--- config.mk ---
export PLATFORM = sky130hd
export DESIGN_NAME = ball_tick_scheduler
export DESIGN_NICKNAME = d
export VERILOG_FILES = /design/src/rtl/ball_tick_scheduler.sv
export SDC_FILE = /design/constraint.sdc
export NUM_CORES = 1
export LEC_CHECK = 0
export ABC_AREA = 1
export CORE_MARGIN = 2
export CORE_UTILIZATION = 55
export DETAILED_ROUTE_END_ITERATION = 8
export DONT_BUFFER_PORTS = 1
export PLACE_DENSITY = 0.76
export REMOVE_ABC_BUFFERS = 1
export SLEW_MARGIN = 20
export SYNTH_ARGS = -nofsm -noshare
export SYNTH_HDL_FRONTEND = slang
export SYNTH_SLANG_ARGS = --single-unit
--- constraint.sdc ---
create_clock -name CLK_100MHz -period 2.6 [get_ports CLK_100MHz]
set_input_delay 0.52 -clock CLK_100MHz [delete_from_list [all_inputs] [get_ports CLK_100MHz]]
set_output_delay 0.52 -clock CLK_100MHz [all_outputs]
set_load 0.01 [all_outputs]
--- src/rtl/ball_tick_scheduler.sv ---
// Paces the ball FSM: counts delay phases into a single-cycle done pulse, speeds up on paddle hits, parks the ball after a score.
// Latency: done is registered, one cycle after the last counted delay cycle; serve_hold/speed_level are registered.
// Backpressure: none on the event pulses; a high pause level freezes all counters in place.
//
// Ports:
//   CLK_100MHz  - system clock
//   Reset       - synchronous, active-high reset
//   move        - ball FSM is in its move state (one cycle per step)
//   delay       - ball FSM is in its delay state
//   paddle_hit  - single-cycle pulse, ball hit a paddle
//   score_event - single-cycle pulse, a point was scored
//   pause       - level, freeze all timing while high
//   done        - registered single-cycle pulse ending the ball FSM delay phase
//   serve_hold  - high while the ball is parked for a serve
//   speed_level - current speed level, 0..LVL_MAX
module ball_tick_scheduler #(
    parameter int unsigned CNT_W       = 24,
    parameter int unsigned BASE_PERIOD = 1_000_000,
    parameter int unsigned STEP        = 100_000,
    parameter int unsigned MIN_PERIOD  = 300_000,
    parameter int unsigned LVL_MAX     = 7,
    parameter int unsigned SERVE_TICKS = 100
) (
    input  logic       CLK_100MHz,
    input  logic       Reset,
    input  logic       move,
    input  logic       delay,
    input  logic       paddle_hit,
    input  logic       score_event,
    input  logic       pause,
    output logic       done,
    output logic       serve_hold,
    output logic [2:0] speed_level
);

    // Period arithmetic gets four guard bits so level*STEP can never wrap.
    localparam int unsigned PW   = CNT_W + 4;
    localparam int unsigned SC_W = (SERVE_TICKS > 2) ? $clog2(SERVE_TICKS) : 1;

    localparam logic [CNT_W-1:0] BASE_LAST  = CNT_W'(BASE_PERIOD - 1);
    localparam logic [CNT_W-1:0] BASE_CNT   = CNT_W'(BASE_PERIOD);
    localparam logic [CNT_W-1:0] MIN_CNT    = CNT_W'(MIN_PERIOD);
    localparam logic [SC_W-1:0]  SERVE_LAST = SC_W'(SERVE_TICKS - 1);
    localparam logic [PW-1:0]    BASE_W     = PW'(BASE_PERIOD);
    localparam logic [PW-1:0]    STEP_W     = PW'(STEP);
    localparam logic [PW-1:0]    SPAN_W     = PW'(BASE_PERIOD - MIN_PERIOD);
    localparam logic [2:0]       LVL_TOP    = 3'(LVL_MAX);

    typedef enum logic {
        S_SERVE = 1'b0,
        S_RUN   = 1'b1
    } state_t;

    state_t           state_q, state_d;
    logic [CNT_W-1:0] cnt_q, cnt_d;
    logic [SC_W-1:0]  serve_cnt_q, serve_cnt_d;
    logic [2:0]       level_q, level_d;
    logic [CNT_W-1:0] period_lat_q, period_lat_d;
    logic             done_q, done_d;
    logic             serve_hold_q, serve_hold_d;

    logic [PW-1:0]    lvl_step;
    logic [CNT_W-1:0] period;

    // Step period for the current level, floored at MIN_PERIOD.
    assign lvl_step = PW'(level_q) * STEP_W;
    assign period   = (lvl_step >= SPAN_W) ? MIN_CNT : CNT_W'(BASE_W - lvl_step);

    always_comb begin
        state_d      = state_q;
        cnt_d        = cnt_q;
        serve_cnt_d  = serve_cnt_q;
        level_d      = level_q;
        period_lat_d = period_lat_q;
        done_d       = 1'b0;

        if (score_event) begin
            state_d     = S_SERVE;
            level_d     = '0;
            cnt_d       = '0;
            serve_cnt_d = '0;
        end else begin
            case (state_q)
                S_SERVE: begin
                    if (!pause) begin
                        if (cnt_q == BASE_LAST) begin
                            cnt_d = '0;
                            if (serve_cnt_q == SERVE_LAST) begin
                                state_d     = S_RUN;
                                serve_cnt_d = '0;
                            end else begin
                                serve_cnt_d = serve_cnt_q + 1'b1;
                            end
                        end else begin
                            cnt_d = cnt_q + 1'b1;
                        end
                    end
                end
                S_RUN: begin
                    // Latch at move so a hit mid-delay only affects the next phase.
                    if (move) begin
                        period_lat_d = period;
                    end
                    if (!pause) begin
                        if (paddle_hit && (level_q < LVL_TOP)) begin
                            level_d = level_q + 1'b1;
                        end
                        if (!delay) begin
                            cnt_d = '0;
                        end else if (!done_q) begin
                            // Counting stalls while done is out, so pulses never merge.
                            if (cnt_q == (period_lat_q - CNT_W'(1))) begin
                                done_d = 1'b1;
                                cnt_d  = '0;
                            end else begin
                                cnt_d = cnt_q + 1'b1;
                            end
                        end
                    end
                end
                default: state_d = S_SERVE;
            endcase
        end

        serve_hold_d = (state_d == S_SERVE);
    end

    always_ff @(posedge CLK_100MHz) begin
        if (Reset) begin
            state_q      <= S_SERVE;
            cnt_q        <= '0;
            serve_cnt_q  <= '0;
            level_q      <= '0;
            period_lat_q <= BASE_CNT;
            done_q       <= 1'b0;
            serve_hold_q <= 1'b1;
        end else begin
            state_q      <= state_d;
            cnt_q        <= cnt_d;
            serve_cnt_q  <= serve_cnt_d;
            level_q      <= level_d;
            period_lat_q <= period_lat_d;
            done_q       <= done_d;
            serve_hold_q <= serve_hold_d;
        end
    end

    assign done        = done_q;
    assign serve_hold  = serve_hold_q;
    assign speed_level = level_q;

endmodule

# Yosys cells after proc, flatten, opt, wreduce, memory -nomap -nowiden
# Cells that the tools add are included.
[totals]
register_bits = 61
latchBits = 0
mem_bits_rw = 0
mem_bits_ro = 0
inputBits = 7
out_inout_bits = 5
word_cells = 48
memories = 0
[classes]
add_sub_neg = 5
multipliers = 1
div_mod_pow = 0
n_lt_le_gt_ge = 2
eq_ne = 6
shift = 0
mux = 15
bitwise_logic = 5
n_reduce_logical = 7
[op_table]
columns = ["operator", "count"]
rows = [
  ["$mux W24", 7],
  ["$pmux W24 S2", 1],
  ["$add A24 B1 Y24 const B", 1],
  ["$eq A24 B20 Y1 const B", 1],
  ["$eq A24 B24 Y1", 1],
  ["$sub A24 B1 Y24 const B", 1],
  ["$sub A20 B20 Y21 const A", 1],
  ["$ge A20 B20 Y1 const B", 1],
  ["$mul A3 B12 Y15 const B", 1],
  ["$reduce_and A3 Y1", 4],
  ["$add A7 B1 Y7 const B", 1],
  ["$eq A7 B7 Y1 const B", 1],
  ["$mux W7", 1],
  ["$mux W1", 6],
  ["$reduce_or A6 Y1", 1],
  ["$not A1 Y1", 5],
  ["$ne A2 B2 Y1 const B", 2],
  ["$add A3 B1 Y3 const B", 1],
  ["$lt A3 B3 Y1 const B", 1],
  ["$ne A3 B3 Y1 const B", 1],
  ["$reduce_or A2 Y1", 1],
  ["$logic_and A1 B1 Y1", 1],
]

# Longest topological paths before layout
# Gate-level depths: netlist of run 1.
[logic_depth]
word_depth = 7
mapped_depth = 19
depth_no_buf = 17

# Worst setup path before layout of run 1
# No wires, ideal clock.
[synth_timing]
kind = "flip-flop to flip-flop"
start = "register level_q[0], in the netlist speed_level[0]"
end = "register period_lat_q[12]"
setup_ns = 0.115
t_arrival_ns = 2.425
t_required_ns = 2.485
setup_slack_ns = 0.060
path_stages_with_launch = 16
path_buffers = 0
synth_period_minus_slack_ns = 2.540
path_cell_list = "dfxtp_1 -> inv_1 -> ha_1 -> inv_1 -> ha_1 -> nand2_1 -> o21ai_0 -> nand2_1 -> nand2_1 -> nor4_1 -> o21ai_1 -> nand2_1 -> nand2_2 -> nand2_1 -> o21ai_0 -> inv_1"
[synth_via]
elab_chain_cells = 3
word_cells_on_any_way = 4
cone_classes = "add/sub (1); mul (1); order compare (1); mux (1)"
[synth_rtl]
columns = ["element", "line", "text"]
rows = [
  ["from (decl)", "57", "logic [2:0] level_q, level_d;"],
  ["from (signal assigned)", "141", "level_q <= level_d;"],
  ["$mul A3 B12 Y15", "66", "assign lvl_step = PW'(level_q) * STEP_W;"],
  ["via lvl_step[16]", "62", "logic [PW-1:0] lvl_step;"],
  ["$ge A20 B20 Y1", "67", "assign period = (lvl_step >= SPAN_W) ? MIN_CNT : CNT_W'(BASE_W - lvl_step);"],
  ["$mux W24", "67", ""],
  ["to (signal assigned)", "142", "period_lat_q <= period_lat_d;"],
  ["to (decl)", "58", "logic [CNT_W-1:0] period_lat_q, period_lat_d;"],
]
# The timed path passes the listed nets, and every way through them passes these cells.
# A chain may end at the register's enable or synchronous reset.

# Final worst setup path of run 1
[layout_timing]
start = "register level_q[0], in the netlist speed_level[0]"
end = "register period_lat_q[12]"
[layout_via]
elab_chain_cells = 3
word_cells_on_any_way = 4
cone_classes = "add/sub (1); mul (1); order compare (1); mux (1)"
[layout_rtl]
columns = ["element", "line"]
rows = [
  ["$mul A3 B12 Y15 (*)", "66"],
  ["$sub A20 B20 Y21 / $ge A20 B20 Y1 (equally long branches)", "67"],
  ["$mux W24 (*)", "67"],
]
# Every way passes the cells marked *; elsewhere a longest branch is shown, timed or not.

==> results.tsv, run 1 <==
metric	value	unit
clk_path_buf_depth	2	
seq_area	0.001042	mm^2
grt_pass1_wl	14750	um
numCtsBuffers	5	
final_layout_size_suffix_gt1_frac	0.1018	
clk_pin_slew	0.10	ns
antenna_found_initial	0	
route.detailed.drc	0	
vias_per_cell	5.281	
grt_usage	0.2415	
cp_cell_sequence	buf_4 -> ha_1 -> ha_1 -> or2_2 -> nor3_1 -> nor4_2 -> o21ai_1 -> nand2_1 -> nand2_2 -> nand2_2 -> o21ai_0 -> inv_1	
postPlaceCellArea	0.003905	mm^2
finalSetupViolCount	0	
synth_edf_count	0	
slowest_delay	0.33	ns
tightest_slew	0.6968	ns
fillCellCount	619	
max-cap-violations	0	
drtAntennaViolNets	0	
drt_iter0_markers	272	
dieHeight	86.96	um
hold_class	in -> reg	
syn_inst	590	
crit_fanout	10	
async_flop_share	0	
die_w	86.96	um
slew_headroom	0.5312	
antenna_cells	0	
stdcell_count	679	
cp.required	2.81	ns
final_cell_mix	142 x nand2_1, 90 x inv_1, 72 x nor2_1, 51 x dfxtp_1, 32 x nand3_1	
netlist_area	0.003785	mm^2
drv_slew	0	
cts_sinks	52	
crit_path_start_kind	register	
start_util	0.5633	
grt_max_degree	20	
fin_crit	2.444	ns
grt_pass1_vias	3369	
multiInputGateArea	0.002362	mm^2
critical_path_class	reg -> reg	
ys.flop_type	dfxtp_1	
wl_per_cell	12.75	um
dp_hpwl	6705	um
area_growth	6.612	%
fmax	0.4092	GHz
io_buffers	0	
final_common_cell	nand2_1	
num_vias	3586	
drt_wl_total	8655	um
die-area	0.007561	mm^2
p_per_area	326.4	mW/mm^2
ys_types	40	
core_area	0.006719	mm^2
place_congestion	0.9525	
p_total	1317	uW
avgSynthCellArea	6.415	um^2
synth-seq-cells	52	
seq_area_frac_synth	0.2750	
status	complete, no violations	
ctsHoldBuffers	0	
worst_ir_drop_vdd	0.2323	mV
synth_warnings	0	
cts_tree	yes	
setup_tns	0	ns
dp.cells	671	
ios	12	
overflow	0	
cpMaxStageDelayCell	dfxtp_1	
p_leak	0.001705	uW
cp-end-kind	register	
clkLatencyLatePin	0.31	ns
fin_util	0.6006	
ctsHtreeMaxLevel	2	
firstDrtPassIters	4	
clock_skew	0.01020	ns
nets	621	
design_area	0.004035	mm^2
row_count	30	
cts-root-buf	clkbuf_8	
cp_data_arrival_time	2.66	ns
hold_viol	0	
period_share	0.9399	
-- state kept, by name (all words and copies together) (netlist names) --
name,flops
done,1
serve_hold,1
state_q,1
period_lat_q,15
serve_cnt_q,7
cnt_q,24
speed_level,3
-- repair_timing --
item	4_1_cts	5_1_grt
endpoints found under the hold margin	0	0
resized for setup	1	9
setup endpoints to repair	1	10
buffers inserted	0	0
-- through the flow --
step / hold WS (ns) / setup WS, ns
detailed placement: 0.4986 / 0.02590
floorplan: 0.4627 / -0.004305
CTS: 0.2676 / 0.08085
global placement: 0.4837 / 0.2185
global route: 0.2615 / -0.02770
finish: 0.2706 / 0.1563
-- critical path: cells and delay by family (launching register included) --
kind	cells	cell delay, ns
AO/OA/AOI/OAI	2	0.31
adder cells (fa/ha/maj)	2	0.51
buffers and inverters	2	0.24
flip-flops	1	0.33
AND/OR/NAND/NOR	6	0.96
-- path summary, 6_finish.rpt --
kind	slack [ns]	start	cells past startpoint	end
worst max register to register	0.16	speed_level[0]	12	period_lat_q[12]
worst min register to register	0.51	serve_cnt_q[1]	2	serve_cnt_q[1]
worst min-delay path	0.27	Reset	1	period_lat_q[22]
worst max-delay path	0.16	speed_level[0]	12	period_lat_q[12]
-- metal layers --
layer	up-vias	share of wire	GRT usage
li1	1869	-	-
met1	1630	0.46	0.3172
met2	74	0.49	0.4150
met3	13	0.036	0.03412
met4	0	0.012	0.06250
met5	-	0	0
-- final cells by class --
class	instances	share of cell area
Multi-Input combinational cell	434	0.5854
Sequential cell	52	0.2583
Inverter	94	0.08775
Tap cell	80	0.02481
Clock buffer	7	0.02140
Timing Repair Buffer	11	0.02047
Clock inverter	1	0.001860
-- synth_stat cells (all sizes together) (3+ instances only) --
cell    instances  area [um^2]
ha             16        200.2
nand3b          5        37.54
nand4           9        56.30
nor3           14        75.07
xnor2           9        78.83
xor2           28        245.2
nand2         152        593.1
nor4            3        18.77
nand3          36        215.2
dfxtp          52         1041
inv            92        345.3
a21oi          30        150.1
nor2           87        394.1
clkbuf          5        20.01
buf             5        42.53
o21ai          32        163.9
-- kinds of logic after synthesis --
family	count (synthesis)	share of synthesized area
mux	1	0.002645
xor+xnor	37	0.08562
flops	52	0.2750
fa+ha+maj	16	0.05289
buf+inv	104	0.1101
simple gates	309	0.3726
compound gates	71	0.1012
-- where the power goes --
group	internal (uW)	switching (uW)	total, uW	leakage, uW
logic	6.79	20.6	27.4	0.00124
registers	797	0.989	798	0.000420
clock network	217	275	492	0.0000445
total	1020	297	1320	0.00171
Power figures use the tool's default switching activity.
==> inputs of run 2 (changes only) <==
--- a/config.mk
+++ b/config.mk
@@ -11,7 +11,6 @@
 export DETAILED_ROUTE_END_ITERATION = 8
 export DONT_BUFFER_PORTS = 1
 export PLACE_DENSITY = 0.76
-export REMOVE_ABC_BUFFERS = 1
 export SLEW_MARGIN = 20
 export SYNTH_ARGS = -nofsm -noshare
 export SYNTH_HDL_FRONTEND = slang
==> results.tsv, run 2 (synthesis gave the netlist of run 1 again) <==
metric	value	unit	change
status	complete, no violations		unchanged
clk_path_buf_depth	2		unchanged
setup_tns	0	ns	unchanged
grt_pass1_vias	3422		was 3369
p_per_area	325.3	mW/mm^2	was 326.4 mW/mm^2
clk_pin_slew	0.09	ns	was 0.10 ns
num_vias	3604		was 3586
design_area	0.004023	mm^2	was 0.004035 mm^2
multiInputGateArea	0.002344	mm^2	was 0.002362 mm^2
cts-root-buf	clkbuf_8		unchanged
vias_per_cell	5.300		was 5.281
cts_sinks	52		unchanged
slowest_delay	0.33	ns	about the same
tightest_slew	0.6838	ns	was 0.6968 ns
dieHeight	86.96	um	unchanged
route.detailed.drc	0		unchanged
antenna_cells	0		unchanged
grt_usage	0.2362		was 0.2415
grt_pass1_wl	14600	um	was 14750 um
cts_tree	yes		unchanged
core_area	0.006719	mm^2	unchanged
hold_viol	0		unchanged
hold_class	in -> reg		unchanged
crit_path_start_kind	register		unchanged
clkLatencyLatePin	0.31	ns	about the same
place_congestion	0.8955		was 0.9525
drv_slew	0		unchanged
worst_ir_drop_vdd	0.2215	mV	was 0.2323 mV
fillCellCount	632		was 619
die_w	86.96	um	unchanged
area_growth	6.281	%	was 6.612%
dp_hpwl	6664	um	was 6705 um
postPlaceCellArea	0.003913	mm^2	was 0.003905 mm^2
final_cell_mix	142 x nand2_1, 90 x inv_1, 72 x nor2_1, 52 x dfxtp_1, 32 x nand3_1		was 142 x nand2_1, 90 x inv_1, 72 x nor2_1, 51 x dfxtp_1, 32 x nand3_1
critical_path_class	reg -> reg		unchanged
largest_register	cnt_q		unchanged
period_share	0.9205		was 0.9399
row_count	30		unchanged
numCtsBuffers	5		unchanged
largest_reg_flops	24		unchanged
synthesis.nets	613		
drt_wl_total	8424	um	was 8655 um
crit_fanout	10		unchanged
final_layout_size_suffix_gt1_frac	0.09833		was 0.1018
final_common_cell	nand2_1		unchanged
seq_area	0.001041	mm^2	was 0.001042 mm^2
cp-end-kind	register		unchanged
fmax	0.4178	GHz	was 0.4092 GHz
overflow	0		unchanged
start_util	0.5633		unchanged
cp.required	2.80	ns	was 2.81 ns
io_buffers	0		unchanged
ctsHoldBuffers	0		unchanged
antenna_found_initial	0		unchanged
clock_skew	0.01045	ns	was 0.01020 ns
drtAntennaViolNets	0		unchanged
cp_cell_sequence	buf_4 -> ha_1 -> ha_1 -> or2_2 -> nor3_1 -> nor4_1 -> o21ai_1 -> nand2_1 -> nand2_2 -> nand2_2 -> o21ai_0 -> inv_1		was buf_4 -> ha_1 -> ha_1 -> or2_2 -> nor3_1 -> nor4_2 -> o21ai_1 -> nand2_1 -> nand2_2 -> nand2_2 -> o21ai_0 -> inv_1
firstDrtPassIters	5		was 4
p_leak	0.001713	uW	was 0.001705 uW
slew_headroom	0.5399		was 0.5312
top_regs	cnt_q (24), period_lat_q (15), serve_cnt_q (7)		unchanged
cpMaxStageDelayCell	or2_2		was dfxtp_1
ios	12		unchanged
cp_data_arrival_time	2.60	ns	was 2.66 ns
nets	622		was 621
die-area	0.007561	mm^2	unchanged
ctsHtreeMaxLevel	2		unchanged
wl_per_cell	12.39	um	was 12.75 um
max-cap-violations	0		unchanged
grt_max_degree	20		unchanged
p_total	1309	uW	was 1317 uW
grt_setup_unrepaired	false		
fin_crit	2.393	ns	was 2.444 ns
finalSetupViolCount	0		unchanged
drt_iter0_markers	176		was 272
-- run 2: final cells by class --
class	instances	area share
tap	80	0.02488
sequential	52	0.2588
timing repair buffer	12	0.02240
clock buffer	7	0.02146
clock inverter	1	0.001866
multi-input combinational	434	0.5826
inverter	94	0.08802
-- run 2: power by group --
group	total [uW]	switching, uW	internal, uW
logic	28.3	21.5	6.81
clock network	483	266	217
registers	798	0.971	797
-- run 2: timing repair --
item,in CTS,in global routing
setup endpoints to repair,0,12
setup buffers,0,0
gates resized for setup,0,6
-- run 2: worst paths after layout --
path / slack (ns) / start / end / cells past startpoint
setup reg to reg: 0.21 / speed_level[0] / period_lat_q[7] / 12
hold / removal: 0.28 / Reset / period_lat_q[22] / 1
setup / recovery: 0.21 / speed_level[0] / period_lat_q[7] / 12
hold reg to reg: 0.50 / serve_cnt_q[1] / serve_cnt_q[1] / 2
-- run 2: metal layers --
| layer | GRT usage | up-vias | share of wire |
|---|---|---|---|
| met2 | 0.4178 | 72 | 0.48 |
| met3 | 0.04550 | 11 | 0.050 |
| li1 | - | 1867 | - |
| met1 | 0.2954 | 1654 | 0.46 |
| met4 | 0.05398 | 0 | 0.013 |
| met5 | 0 | - | 0 |
-- run 2: critical path: cells and delay by family, from the launching register on --
kind,cells,cell delay [ns]
AND/OR/NAND/NOR,6,0.92
AO/OA/AOI/OAI,2,0.31
adder cells (fa/ha/maj),2,0.53
buffers and inverters,2,0.23
flip-flops,1,0.32
-- run 2: through the flow --
stage | hold WS (ns) | utilization | setup slack, ns | std cells
3_3_place_gp | 0.4777 | 0.5823 | 0.2235 | 672
3_5_place_dp | 0.4861 | 0.5823 | 0.1079 | 672
4_1_cts | 0.2758 | 0.5963 | 0.08908 | 680
2_1_floorplan | 0.4627 | - | 0.05961 | 590
6_report | 0.2803 | 0.5987 | 0.2066 | 680
5_1_grt | 0.2702 | 0.5987 | 0.0005824 | 680
==> inputs of run 3 (changes only) <==
--- a/config.mk
+++ b/config.mk
@@ -10,7 +10,8 @@
 export CORE_UTILIZATION = 55
 export DETAILED_ROUTE_END_ITERATION = 8
 export DONT_BUFFER_PORTS = 1
-export PLACE_DENSITY = 0.76
+export PLACE_DENSITY = 0.73
+export RECOVER_POWER = 25
 export SLEW_MARGIN = 20
 export SYNTH_ARGS = -nofsm -noshare
 export SYNTH_HDL_FRONTEND = slang
==> results.tsv, run 3 (synthesis gave the netlist of run 1 again) <==
metric	value	unit	change
pwr-share-clk	0.405		was 0.369
cp_common_cell	ha_1		
ctsHtreeMaxLevel	2		unchanged
period_share	0.9152		was 0.9205
p_switching	292.4	uW	was 288.1 uW
row_count	30		unchanged
grt_pass1_wl	14590	um	was 14600 um
drt_wl_total	8534	um	was 8424 um
cp-end-kind	register		unchanged
layout_setup_ws	0.2204	ns	was 0.2066 ns
grt_setup_unrepaired	false		unchanged
p_per_area	343.4	mW/mm^2	was 325.3 mW/mm^2
io_buffers	0		unchanged
cts-root-buf	clkbuf_8		unchanged
overflow	0		unchanged
dp_slack	0.08948	ns	was 0.1079 ns
clk_path_buf_depth	2		unchanged
firstDrtPassIters	5		unchanged
p_comb_frac	0.020		was 0.022
place_congestion	0.9170		was 0.8955
core_area	0.006719	mm^2	unchanged
cp_data_arrival_time	2.58	ns	was 2.60 ns
dp_hpwl	6747	um	was 6664 um
final_cell_mix	142 x nand2_1, 90 x inv_1, 73 x nor2_1, 52 x dfxtp_1, 32 x nand3_1		was 142 x nand2_1, 90 x inv_1, 72 x nor2_1, 52 x dfxtp_1, 32 x nand3_1
drtAntennaViolNets	0		unchanged
crit_fanout	10		unchanged
finalSetupViolCount	0		unchanged
tightest_slew	0.6176	ns	was 0.6838 ns
hold_viol	0		unchanged
antenna_found_initial	0		unchanged
num_vias	3617		was 3604
slew_headroom	0.5845		was 0.5399
grt_usage	0.2391		was 0.2362
p_int	1095	uW	was 1020 uW
cts_setup_buffers	0		unchanged
cp.required	2.80	ns	about the same
crit_path_start_kind	register		unchanged
p_sw_frac	0.2108		was 0.2202
final_layout_size_suffix_gt1_frac	0.09500		was 0.09833
status	complete, no violations		unchanged
top_regs	cnt_q (24), period_lat_q (15), serve_cnt_q (7)		unchanged
slowest_delay	0.32	ns	was 0.33 ns
cpMaxStageDelayCell	dfxtp_1		was or2_2
drv_slew	0		unchanged
wl_per_cell	12.55	um	was 12.39 um
rrSetupSlack	0.22	ns	was 0.21 ns
synthesis.nets	613		unchanged
fillCellCount	660		was 632
cts_sinks	52		unchanged
worst_ir_drop_vdd	0.2120	mV	was 0.2215 mV
grt_pass1_vias	3280		was 3422
fmax	0.4202	GHz	was 0.4178 GHz
start_util	0.5633		unchanged
clock_skew	0.01777	ns	was 0.01045 ns
max-cap-violations	0		unchanged
die_w	86.96	um	unchanged
clk_pin_slew	0.08	ns	was 0.09 ns
cts_tree	yes		unchanged
dieHeight	86.96	um	unchanged
final_common_cell	nand2_1		unchanged
clkLatencyLatePin	0.31	ns	about the same
setup_tns	0	ns	unchanged
critical_path_class	reg -> reg		unchanged
hold_class	in -> reg		unchanged
ios	12		unchanged
vias_per_cell	5.319		was 5.300
die-area	0.007561	mm^2	unchanged
numCtsBuffers	5		unchanged
area_growth	6.711	%	was 6.281%
largest_register	cnt_q		unchanged
largest_reg_flops	24		unchanged
drt_iter0_markers	262		was 176
route.detailed.drc	0		unchanged
fin_crit	2.380	ns	was 2.393 ns
antenna_cells	0		unchanged
cp_cell_sequence	buf_4 -> ha_1 -> ha_1 -> ha_1 -> nor2_1 -> inv_1 -> a31oi_1 -> o21ai_0 -> o21ai_1 -> nand2_1 -> nand2_2 -> nand2_2 -> o21ai_0 -> inv_1		was buf_4 -> ha_1 -> ha_1 -> or2_2 -> nor3_1 -> nor4_1 -> o21ai_1 -> nand2_1 -> nand2_2 -> nand2_2 -> o21ai_0 -> inv_1
nets	622		unchanged
pwr-share-seq	0.575		was 0.610
p_leak	0.001720	uW	was 0.001713 uW
grt_max_degree	20		unchanged
## run 3: area by class of cell
| type | count | area, um^2 | share of cell area |
|---|---|---|---|
| multi-input combinational | 434 | 2350 | 0.5818 |
| sequential | 52 | 1041 | 0.2577 |
| inverter | 94 | 354.1 | 0.08767 |
| tap | 80 | 100.1 | 0.02478 |
| timing repair buffer | 12 | 82.58 | 0.02045 |
| clock buffer | 6 | 72.57 | 0.01797 |
| clock inverter | 2 | 38.79 | 0.009603 |
## run 3: final timing paths
check / from / endpoint / depth (start not counted)
max reg2reg: speed_level[0] / period_lat_q[12] / 14
min reg2reg: serve_cnt_q[1] / serve_cnt_q[1] / 2
min: Reset / period_lat_q[22] / 1
max: speed_level[0] / period_lat_q[12] / 14
## run 3: per-stage QoR
| stage | hold slack [ns] | utilization | cells | total power, uW | cell area, um^2 |
|---|---|---|---|---|---|
| after floorplan | 0.4627 | - | 590 | 836.6 | 3785 |
| after global placement | 0.4855 | 0.5823 | 672 | 844.1 | 3913 |
| after detailed placement | 0.4845 | 0.5823 | 672 | 844.5 | 3913 |
| after CTS | 0.2716 | 0.5989 | 680 | 1403 | 4024 |
| after global routing | 0.2764 | 0.6011 | 680 | 1437 | 4039 |
| final | 0.2871 | 0.6011 | 680 | 1387 | 4039 |
## run 3: critical path: cells and delay by family, from the launching register on
kind                       cells  cell delay, ns
AOI/OAI and AO/OA              4            0.53
adders and majority gates      3            0.66
buffers and inverters          3            0.32
DFF                            1            0.32
and+or+nand+nor                4            0.45
## run 3: routing by layer
layer / up-vias / track usage / wire length (um)
met5: - / 0 / 0
met4: 0 / 0.06108 / 107
met3: 11 / 0.03507 / 388
met2: 71 / 0.4067 / 4029
met1: 1659 / 0.3168 / 4009
li1: 1876 / - / -
## run 3: power by group through the flow
stage	clock, uW	combinational, uW	sequential (uW)
after CTS	577	28.0	798
after detailed placement	0	28.0	816
after floorplan	0	20.4	816
final	561	27.8	798
after global placement	0	27.7	816
after global routing	608	30.9	798
## run 3: repair_timing
| action | CTS | global route |
|---|---|---|
| gates resized for setup | 0 | 8 |
| endpoints found under the setup margin | 0 | 12 |
| hold buffers | 0 | 0 |
